### src/rtl/conv_pkg.sv
`default_nettype none
// +------------------------------------------------------------------------+
// | conv_pkg : shared widths, packer states and the 8-bit clamp helper.    |
// | Revision : 1.0                                                         |
// +------------------------------------------------------------------------+
package conv_pkg;

   localparam int OUT_BITS     = 8;
   localparam int PIX_PER_WORD = 4;
   localparam int WORD_BITS    = OUT_BITS * PIX_PER_WORD;
   localparam int LANE_W       = $clog2(PIX_PER_WORD);
   localparam int CONV_BITS    = 9;

   typedef enum logic [1:0] {
      COLLECT = 2'd0,
      DRAIN   = 2'd1,
      DONE    = 2'd2
   } state_e;

   // Saturate a sign-extended result pixel into the unsigned 0..255 range.
   function automatic logic [OUT_BITS-1:0] clamp_u8(input logic signed [31:0] v);
      if (v < 0) begin
         return '0;
      end else if (v > 32'sd255) begin
         return '1;
      end else begin
         return v[OUT_BITS-1:0];
      end
   endfunction

endpackage
`default_nettype wire

### src/rtl/conv_result_packer_if.sv
`default_nettype none
// +------------------------------------------------------------------------+
// | conv_result_packer_if : pixel-in / word-out stream and frame status.   |
// | Revision : 1.0                                                         |
// +------------------------------------------------------------------------+
interface conv_result_packer_if
   import conv_pkg::*;
#(
   parameter int BITS       = CONV_BITS,
   parameter int OUT_PIXELS = 9
);
   localparam int CNT_W = $clog2(OUT_PIXELS + 1);

   logic                 clear;
   logic [BITS-1:0]      pix_in;
   logic                 pix_valid;
   logic [WORD_BITS-1:0] word_out;
   logic                 word_valid;
   logic                 word_ready;
   logic                 frame_done;
   logic                 overflow;
   logic [CNT_W-1:0]     pixel_count;

   modport slave (
      input  clear, pix_in, pix_valid, word_ready,
      output word_out, word_valid, frame_done, overflow, pixel_count
   );

   modport master (
      output clear, pix_in, pix_valid, word_ready,
      input  word_out, word_valid, frame_done, overflow, pixel_count
   );

endinterface
`default_nettype wire

### src/rtl/conv_word_fifo.sv
`default_nettype none
// +------------------------------------------------------------------------+
// | conv_word_fifo : first-word-fall-through synchronous FIFO.             |
// | Revision : 1.0                                                         |
// +------------------------------------------------------------------------+
module conv_word_fifo #(
   parameter int WIDTH = 32,
   parameter int DEPTH = 4
) (
   input  wire logic                     clk,
   input  wire logic                     reset,
   input  wire logic                     flush_i,
   input  wire logic                     push_i,
   input  wire logic [WIDTH-1:0]         data_i,
   input  wire logic                     pop_i,
   output logic      [WIDTH-1:0]         data_o,
   output logic                          full_o,
   output logic                          empty_o,
   output logic      [$clog2(DEPTH):0]   level_o
);
   localparam int AW = $clog2(DEPTH);
   localparam logic [AW:0] FULL_CNT = (AW+1)'(DEPTH);

   logic [WIDTH-1:0] mem_q [DEPTH];
   logic [AW-1:0]    rd_q;
   logic [AW-1:0]    wr_q;
   logic [AW:0]      cnt_q;
   logic [AW:0]      cnt_d;
   logic [WIDTH-1:0] hold_q;
   logic             do_push;
   logic             do_pop;
   logic             wipe;

   assign wipe    = reset || flush_i;
   assign full_o  = (cnt_q == FULL_CNT);
   assign empty_o = (cnt_q == '0);
   assign level_o = cnt_q;

   // A full FIFO still takes a push when the head leaves in the same cycle.
   assign do_pop  = pop_i && !empty_o;
   assign do_push = push_i && (!full_o || do_pop);

   always_comb begin
      cnt_d = cnt_q;
      case ({do_push, do_pop})
         2'b10:   cnt_d = cnt_q + 1'b1;
         2'b01:   cnt_d = cnt_q - 1'b1;
         default: cnt_d = cnt_q;
      endcase
   end

   always_ff @(posedge clk) begin
      if (wipe) begin
         rd_q   <= '0;
         wr_q   <= '0;
         cnt_q  <= '0;
         hold_q <= '0;
      end else begin
         cnt_q <= cnt_d;
         if (do_push) begin
            wr_q <= wr_q + 1'b1;
         end
         if (do_pop) begin
            rd_q <= rd_q + 1'b1;
         end
         if (!empty_o) begin
            hold_q <= mem_q[rd_q];
         end
      end
   end

   always_ff @(posedge clk) begin
      if (do_push && !wipe) begin
         mem_q[wr_q] <= data_i;
      end
   end

   // While empty the output keeps showing the last word that was at the head.
   assign data_o = empty_o ? hold_q : mem_q[rd_q];

endmodule
`default_nettype wire

### src/rtl/conv_result_packer.sv
`default_nettype none
// +------------------------------------------------------------------------+
// | conv_result_packer : clamps result pixels, packs 4 per word, buffers.  |
// | Revision : 1.0                                                         |
// +------------------------------------------------------------------------+
module conv_result_packer
   import conv_pkg::*;
#(
   parameter int BITS       = CONV_BITS,
   parameter int OUT_PIXELS = 9,
   parameter int SHIFT      = 0,
   parameter int FIFO_DEPTH = 4
) (
   input wire logic             clk,
   input wire logic             reset,
   conv_result_packer_if.slave  bus
);
   localparam int CNT_W   = $clog2(OUT_PIXELS + 1);
   localparam int FIFO_AW = $clog2(FIFO_DEPTH);
   localparam logic [CNT_W-1:0]  LAST_IDX  = CNT_W'(OUT_PIXELS - 1);
   localparam logic [LANE_W-1:0] LAST_LANE = LANE_W'(PIX_PER_WORD - 1);
   localparam logic [FIFO_AW:0]  ONE_LEFT  = (FIFO_AW+1)'(1);

   state_e               state_q, state_d;
   logic [LANE_W-1:0]    lane_q;
   logic [WORD_BITS-1:0] pack_q;
   logic [CNT_W-1:0]     count_q;
   logic                 overflow_q;

   logic signed [BITS-1:0] pix_shift;
   logic signed [31:0]     pix_ext;
   logic [OUT_BITS-1:0]    pix_u8;
   logic [WORD_BITS-1:0]   word_asm;
   logic                   accept;
   logic                   last_pix;
   logic                   push;
   logic                   pop;
   logic                   drop;
   logic                   ovf_evt;
   logic                   fifo_full;
   logic                   fifo_empty;
   logic [FIFO_AW:0]       fifo_level;
   logic [WORD_BITS-1:0]   fifo_data;

   assign pix_shift = $signed(bus.pix_in) >>> SHIFT;
   assign pix_ext   = {{(32-BITS){pix_shift[BITS-1]}}, pix_shift};
   assign pix_u8    = clamp_u8(pix_ext);

   // Lanes above the current one are still zero in pack_q, so a short final word pads itself.
   for (genvar i = 0; i < PIX_PER_WORD; i++) begin : g_lane
      assign word_asm[i*OUT_BITS +: OUT_BITS] =
         (lane_q == LANE_W'(i)) ? pix_u8 : pack_q[i*OUT_BITS +: OUT_BITS];
   end

   assign accept   = bus.pix_valid && (state_q == COLLECT) && !bus.clear;
   assign last_pix = (count_q == LAST_IDX);
   assign push     = accept && ((lane_q == LAST_LANE) || last_pix);
   assign pop      = !fifo_empty && bus.word_ready && !bus.clear;
   assign drop     = push && fifo_full && !pop;

   always_comb begin
      state_d = state_q;
      ovf_evt = drop;
      case (state_q)
         COLLECT: begin
            if (accept && last_pix) begin
               state_d = DRAIN;
            end
         end
         DRAIN: begin
            if (bus.pix_valid) begin
               ovf_evt = 1'b1;
            end
            if (fifo_empty || (fifo_level == ONE_LEFT && pop)) begin
               state_d = DONE;
            end
         end
         DONE: begin
            if (bus.pix_valid) begin
               ovf_evt = 1'b1;
            end
         end
         default: state_d = COLLECT;
      endcase
   end

   always_ff @(posedge clk) begin
      if (reset || bus.clear) begin
         state_q <= COLLECT;
      end else begin
         state_q <= state_d;
      end
   end

   always_ff @(posedge clk) begin
      if (reset || bus.clear) begin
         lane_q     <= '0;
         pack_q     <= '0;
         count_q    <= '0;
         overflow_q <= 1'b0;
      end else begin
         if (accept) begin
            count_q <= count_q + 1'b1;
            if (push) begin
               lane_q <= '0;
               pack_q <= '0;
            end else begin
               lane_q <= lane_q + 1'b1;
               pack_q <= word_asm;
            end
         end
         if (ovf_evt) begin
            overflow_q <= 1'b1;
         end
      end
   end

   conv_word_fifo #(
      .WIDTH (WORD_BITS),
      .DEPTH (FIFO_DEPTH)
   ) u_fifo (
      .clk     (clk),
      .reset   (reset),
      .flush_i (bus.clear),
      .push_i  (push),
      .data_i  (word_asm),
      .pop_i   (pop),
      .data_o  (fifo_data),
      .full_o  (fifo_full),
      .empty_o (fifo_empty),
      .level_o (fifo_level)
   );

   assign bus.word_out    = fifo_data;
   assign bus.word_valid  = !fifo_empty;
   assign bus.frame_done  = (state_q == DONE);
   assign bus.overflow    = overflow_q;
   assign bus.pixel_count = count_q;

endmodule
`default_nettype wire

### src/flat_wrapper.sv
// flat-port wrapper written by rule: the top's interface ports become plain ports
module conv_result_packer_flat import conv_pkg::*;
#(
   parameter int BITS       = CONV_BITS,
   parameter int OUT_PIXELS = 9,
   parameter int SHIFT      = 0,
   parameter int FIFO_DEPTH = 4
)
  (clk, reset, bus_clear, bus_pix_in, bus_pix_valid, bus_word_ready, bus_word_out, bus_word_valid, bus_frame_done, bus_overflow, bus_pixel_count);
  conv_result_packer_if #(.BITS(BITS), .OUT_PIXELS(OUT_PIXELS)) bus_i ();
  input wire logic clk;
  input wire logic reset;
  input wire logic [$bits(bus_i.clear)-1:0] bus_clear;
  input wire logic [$bits(bus_i.pix_in)-1:0] bus_pix_in;
  input wire logic [$bits(bus_i.pix_valid)-1:0] bus_pix_valid;
  input wire logic [$bits(bus_i.word_ready)-1:0] bus_word_ready;
  output wire logic [$bits(bus_i.word_out)-1:0] bus_word_out;
  output wire logic [$bits(bus_i.word_valid)-1:0] bus_word_valid;
  output wire logic [$bits(bus_i.frame_done)-1:0] bus_frame_done;
  output wire logic [$bits(bus_i.overflow)-1:0] bus_overflow;
  output wire logic [$bits(bus_i.pixel_count)-1:0] bus_pixel_count;
  assign bus_i.clear = bus_clear;
  assign bus_i.pix_in = bus_pix_in;
  assign bus_i.pix_valid = bus_pix_valid;
  assign bus_i.word_ready = bus_word_ready;
  assign bus_word_out = bus_i.word_out;
  assign bus_word_valid = bus_i.word_valid;
  assign bus_frame_done = bus_i.frame_done;
  assign bus_overflow = bus_i.overflow;
  assign bus_pixel_count = bus_i.pixel_count;
  conv_result_packer #(.BITS(BITS), .OUT_PIXELS(OUT_PIXELS), .SHIFT(SHIFT), .FIFO_DEPTH(FIFO_DEPTH)) u_core (.clk(clk), .reset(reset), .bus(bus_i));
endmodule
### config.mk
export PLATFORM = sky130hd
export DESIGN_NAME = conv_result_packer_flat
export DESIGN_NICKNAME = d
export VERILOG_FILES = /design/src/rtl/conv_pkg.sv /design/src/rtl/conv_result_packer_if.sv /design/src/rtl/conv_word_fifo.sv /design/src/rtl/conv_result_packer.sv /design/src/flat_wrapper.sv
export SDC_FILE = /design/constraint.sdc
export NUM_CORES = 1
export LEC_CHECK = 0
export CORE_UTILIZATION = 59
export DETAILED_ROUTE_END_ITERATION = 8
export PLACE_DENSITY = 0.82
export SLEW_MARGIN = 20
export SYNTH_ARGS = -nofsm -noshare
export SYNTH_HDL_FRONTEND = slang
export SYNTH_SLANG_ARGS = --single-unit
### constraint.sdc
create_clock -name clk -period 3.8 [get_ports clk]
set_clock_uncertainty 0.15 [all_clocks]
set_input_delay 0.38 -clock clk [delete_from_list [all_inputs] [get_ports clk]]
set_output_delay 0.38 -clock clk [all_outputs]
set_load 0.05 [all_outputs]
==> metrics.cfg, run 1 <==
[status]
run_status=finished, final reports clean

[sta]
layout_worst_path_cycle_share=0.9334
max_slew.worst_pin.slew_ns=0.9937
final_period_minus_worst_setup_slack_ns=3.547
timing.hold.ws_ns=0.3049
rsz0062_at_grt=false
hold_violations=0
timing_max_transition_violations_final=0
maxSlewHeadroom=0.3375
fmax_mhz=281.9
tns_ns=0
setup_violations=0

[setup_path]
crit_chain=buf_4 > mux4_2 > mux2_4 > clkdlybuf4s50_1
timing.critical_path.slowest_stage_cell=clkdlybuf4s50_1
cp.arrival_ns=3.02
worst-path-max-fanout=13
path_class=reg2out
required_worst_endpoint_ns=3.27
setup.worst_path.start_class=flop
critical_path.max_stage_delay_ns=0.71
crit_family=buffers and inverters
timing.critical_path.buf_inv=2
critPathCaptureType=output port

[placed_design]
placement.io_buffers=52
placedCellCount=749
dpl.hpwl_mm=9.964
dpl_cell_area_um2=9268
finalWeightedCongestion=0.7441

[finish]
final_nets=626
fillerInstances=856
layout-drive-gt1-share=0.2463
post_layout_nonfiller_instances=789
postLayoutCellArea_um2=9970
final-seq-area_um2=5487
finish.utilization=0.7100
area.growth.synth_to_final_pct=15.86
diodes=0
multi_input_area_um2=2910

[synthesis]
netlist.area_leader.share=0.4467
synthTopCellsByArea=edfxtp_1, dfxtp_1, mux4_2, mux2_4, mux2_2
synth_area_um2=8605
syn-num-nets=567
ys_ff_latch=210
synth_cell_types=43
post-synth-top-area-cell=edfxtp_1
synthesis.instances=534
synth_seq_area_share=0.6375
yosysWarnings=0
dominantRegCellSynth=edfxtp_1
synth_edf_count=128
synth.avg_cell_area_um2=16.11
synth-async-reset-ratio=0
ys_top_cells_by_count=edfxtp_1, dfxtp_1, and2_1, nor2_1, mux2_2
yosysMostFrequentCell=edfxtp_1

[clocking]
htree_levels=1
cts_repair_resize_count=0
post-cts-setup-buffers=0
clockBufferDepth=3
clockRootBuffer=clkbuf_16
cts_tree=yes
cts-buffers-inserted=22
worst_skew_pair_later_pin_latency_ns=0.49
clkSinkCount=210
cts_hold_buf=0
clk_pin_slew_worst_paths_ns=0.06

[grt]
grt_start_max_net_pins=41
grt_first_pass_wirelength_mm=26.39
globalRoute.totalOverflow=0
number_of_global_route_vias_before_repair=4980
grt_use_total=0.2324
number_of_antenna_violations_at_the_first_check_in_global_routing=0

[min_path]
hold_path.class=reg2reg

[die]
boundaryPins=53
die_y_um=122.8
design.core.area_um2=14040
fp.dieArea_um2=15070
die_x_um=122.8
fp-row-count=43
start_util=0.6128

[routing]
viasPerCell=5.914
detailedRoute.firstPassIterationCount=5
postRouteAntennaNets=0
num_vias=4666
drt_drc_violations_left=0
drt-initial-drc-count=398
drt_wl_total_mm=16.43
wl_per_cell_um=20.83

[power]
power_per_cell_area_nw_per_um2=454.8
power.ir.vdd_worst_v=0.0003475
power.leakage_uw=0.003482

[flow_run]
cap_viol_max_count=0

[worst paths after layout]
check	cells past startpoint	startpoint	end	slack (ns)
max	4	flop	bus_word_out[8]	0.25
min	1	u_core.pack_q[29]	u_core.pack_q[29]	0.30
max reg2reg	5	u_core.lane_q[0]	u_core.u_fifo.mem_q[2][15]	0.81
min reg2reg	1	u_core.pack_q[29]	u_core.pack_q[29]	0.30
[worst reg2reg max path: stages (launching register included)]
cell and delay [ns]:
dfxtp_1 0.40, ha_1 0.85, o221ai_2 0.34, nor2_1 0.28, and2_1 0.16, buf_4 0.44
[cell families (layout without fill, tap and decap cells)]
kind of cell,count (synthesis),in the layout,share of synthesized area
AOI/OAI and AO/OA,46,46,0.03970
and+or+nand+nor,117,117,0.07954
adders and majority gates,19,19,0.02763
DFF,210,210,0.6375
buffers and inverters,37,112,0.02487
xor gates and xnor gates,8,8,0.008143
muxes,97,97,0.1826
[power breakdown]
group	leakage, µW	switching [µW]	internal [µW]
logic	0.00124	57.7	31.9
registers	0.00189	1.87	2400
clock network	0.000350	845	1200
[metrics by stage]
stage,total power [µW],worst slack [ns]
after floorplan,2499,0.9901
after global placement,2534,0.7106
after detailed placement,2536,0.6460
after CTS,4563,0.2114
after global routing,4671,0.1315
final,4534,0.2532
[cells in the final DEF, fill, tap and decap left out, drive strengths merged, types with 10 or more instances in the layout]
cell	n
buf	10
and2	45
a22oi	24
dfxtp	82
ha	19
clkbuf	31
edfxtp	128
clkdlybuf4s50	52
mux4	32
nor2	38
inv	11
mux2	64
[sequential cells by signal (all words and copies together), names as in the netlist, named ones only]
| register | cells |
|---|---|
| u_core.state_q | 2 |
| u_core.lane_q | 2 |
| u_core.u_fifo.mem_q | 128 |
| u_core.u_fifo.level_o | 3 |
| u_core.bus.overflow | 1 |
| u_core.bus.pixel_count | 4 |
| u_core.pack_q | 32 |
| u_core.u_fifo.rd_q | 2 |
| u_core.u_fifo.hold_q | 32 |
| u_core.u_fifo.wr_q | 2 |
[area by class of cell]
cell class	count	area share
clock buffer	31	0.06501
clock inverter	9	0.005397
inverter	10	0.003765
multi-input combinational	287	0.2919
sequential	210	0.5503
tap	180	0.02259
timing repair buffer	62	0.06099
[per-layer routing]
metal	share of wire	global-route usage	up-vias
met5	0	0	-
met1	0.42	0.3016	2358
met2	0.52	0.3992	161
li1	-	-	2124
met4	0.017	0.07698	0
met3	0.048	0.03671	23
(Power assumes the default switching activity.)
==> inputs of run 2 (changes only) <==
--- a/config.mk
+++ b/config.mk
@@ -12,3 +12,4 @@
 export SYNTH_ARGS = -nofsm -noshare
 export SYNTH_HDL_FRONTEND = slang
 export SYNTH_SLANG_ARGS = --single-unit
+export TNS_END_PERCENT = 10
==> results of run 2 <==
Final layout, timing and power as in run 1 (identical DEF).
==> inputs of run 3 (changes only) <==
--- a/config.mk
+++ b/config.mk
@@ -7,6 +7,7 @@
 export LEC_CHECK = 0
 export CORE_UTILIZATION = 59
 export DETAILED_ROUTE_END_ITERATION = 8
+export GPL_ROUTABILITY_DRIVEN = 1
 export PLACE_DENSITY = 0.82
 export SLEW_MARGIN = 20
 export SYNTH_ARGS = -nofsm -noshare
==> results of run 3 <==
Final layout, timing and power as in run 1 (identical DEF).
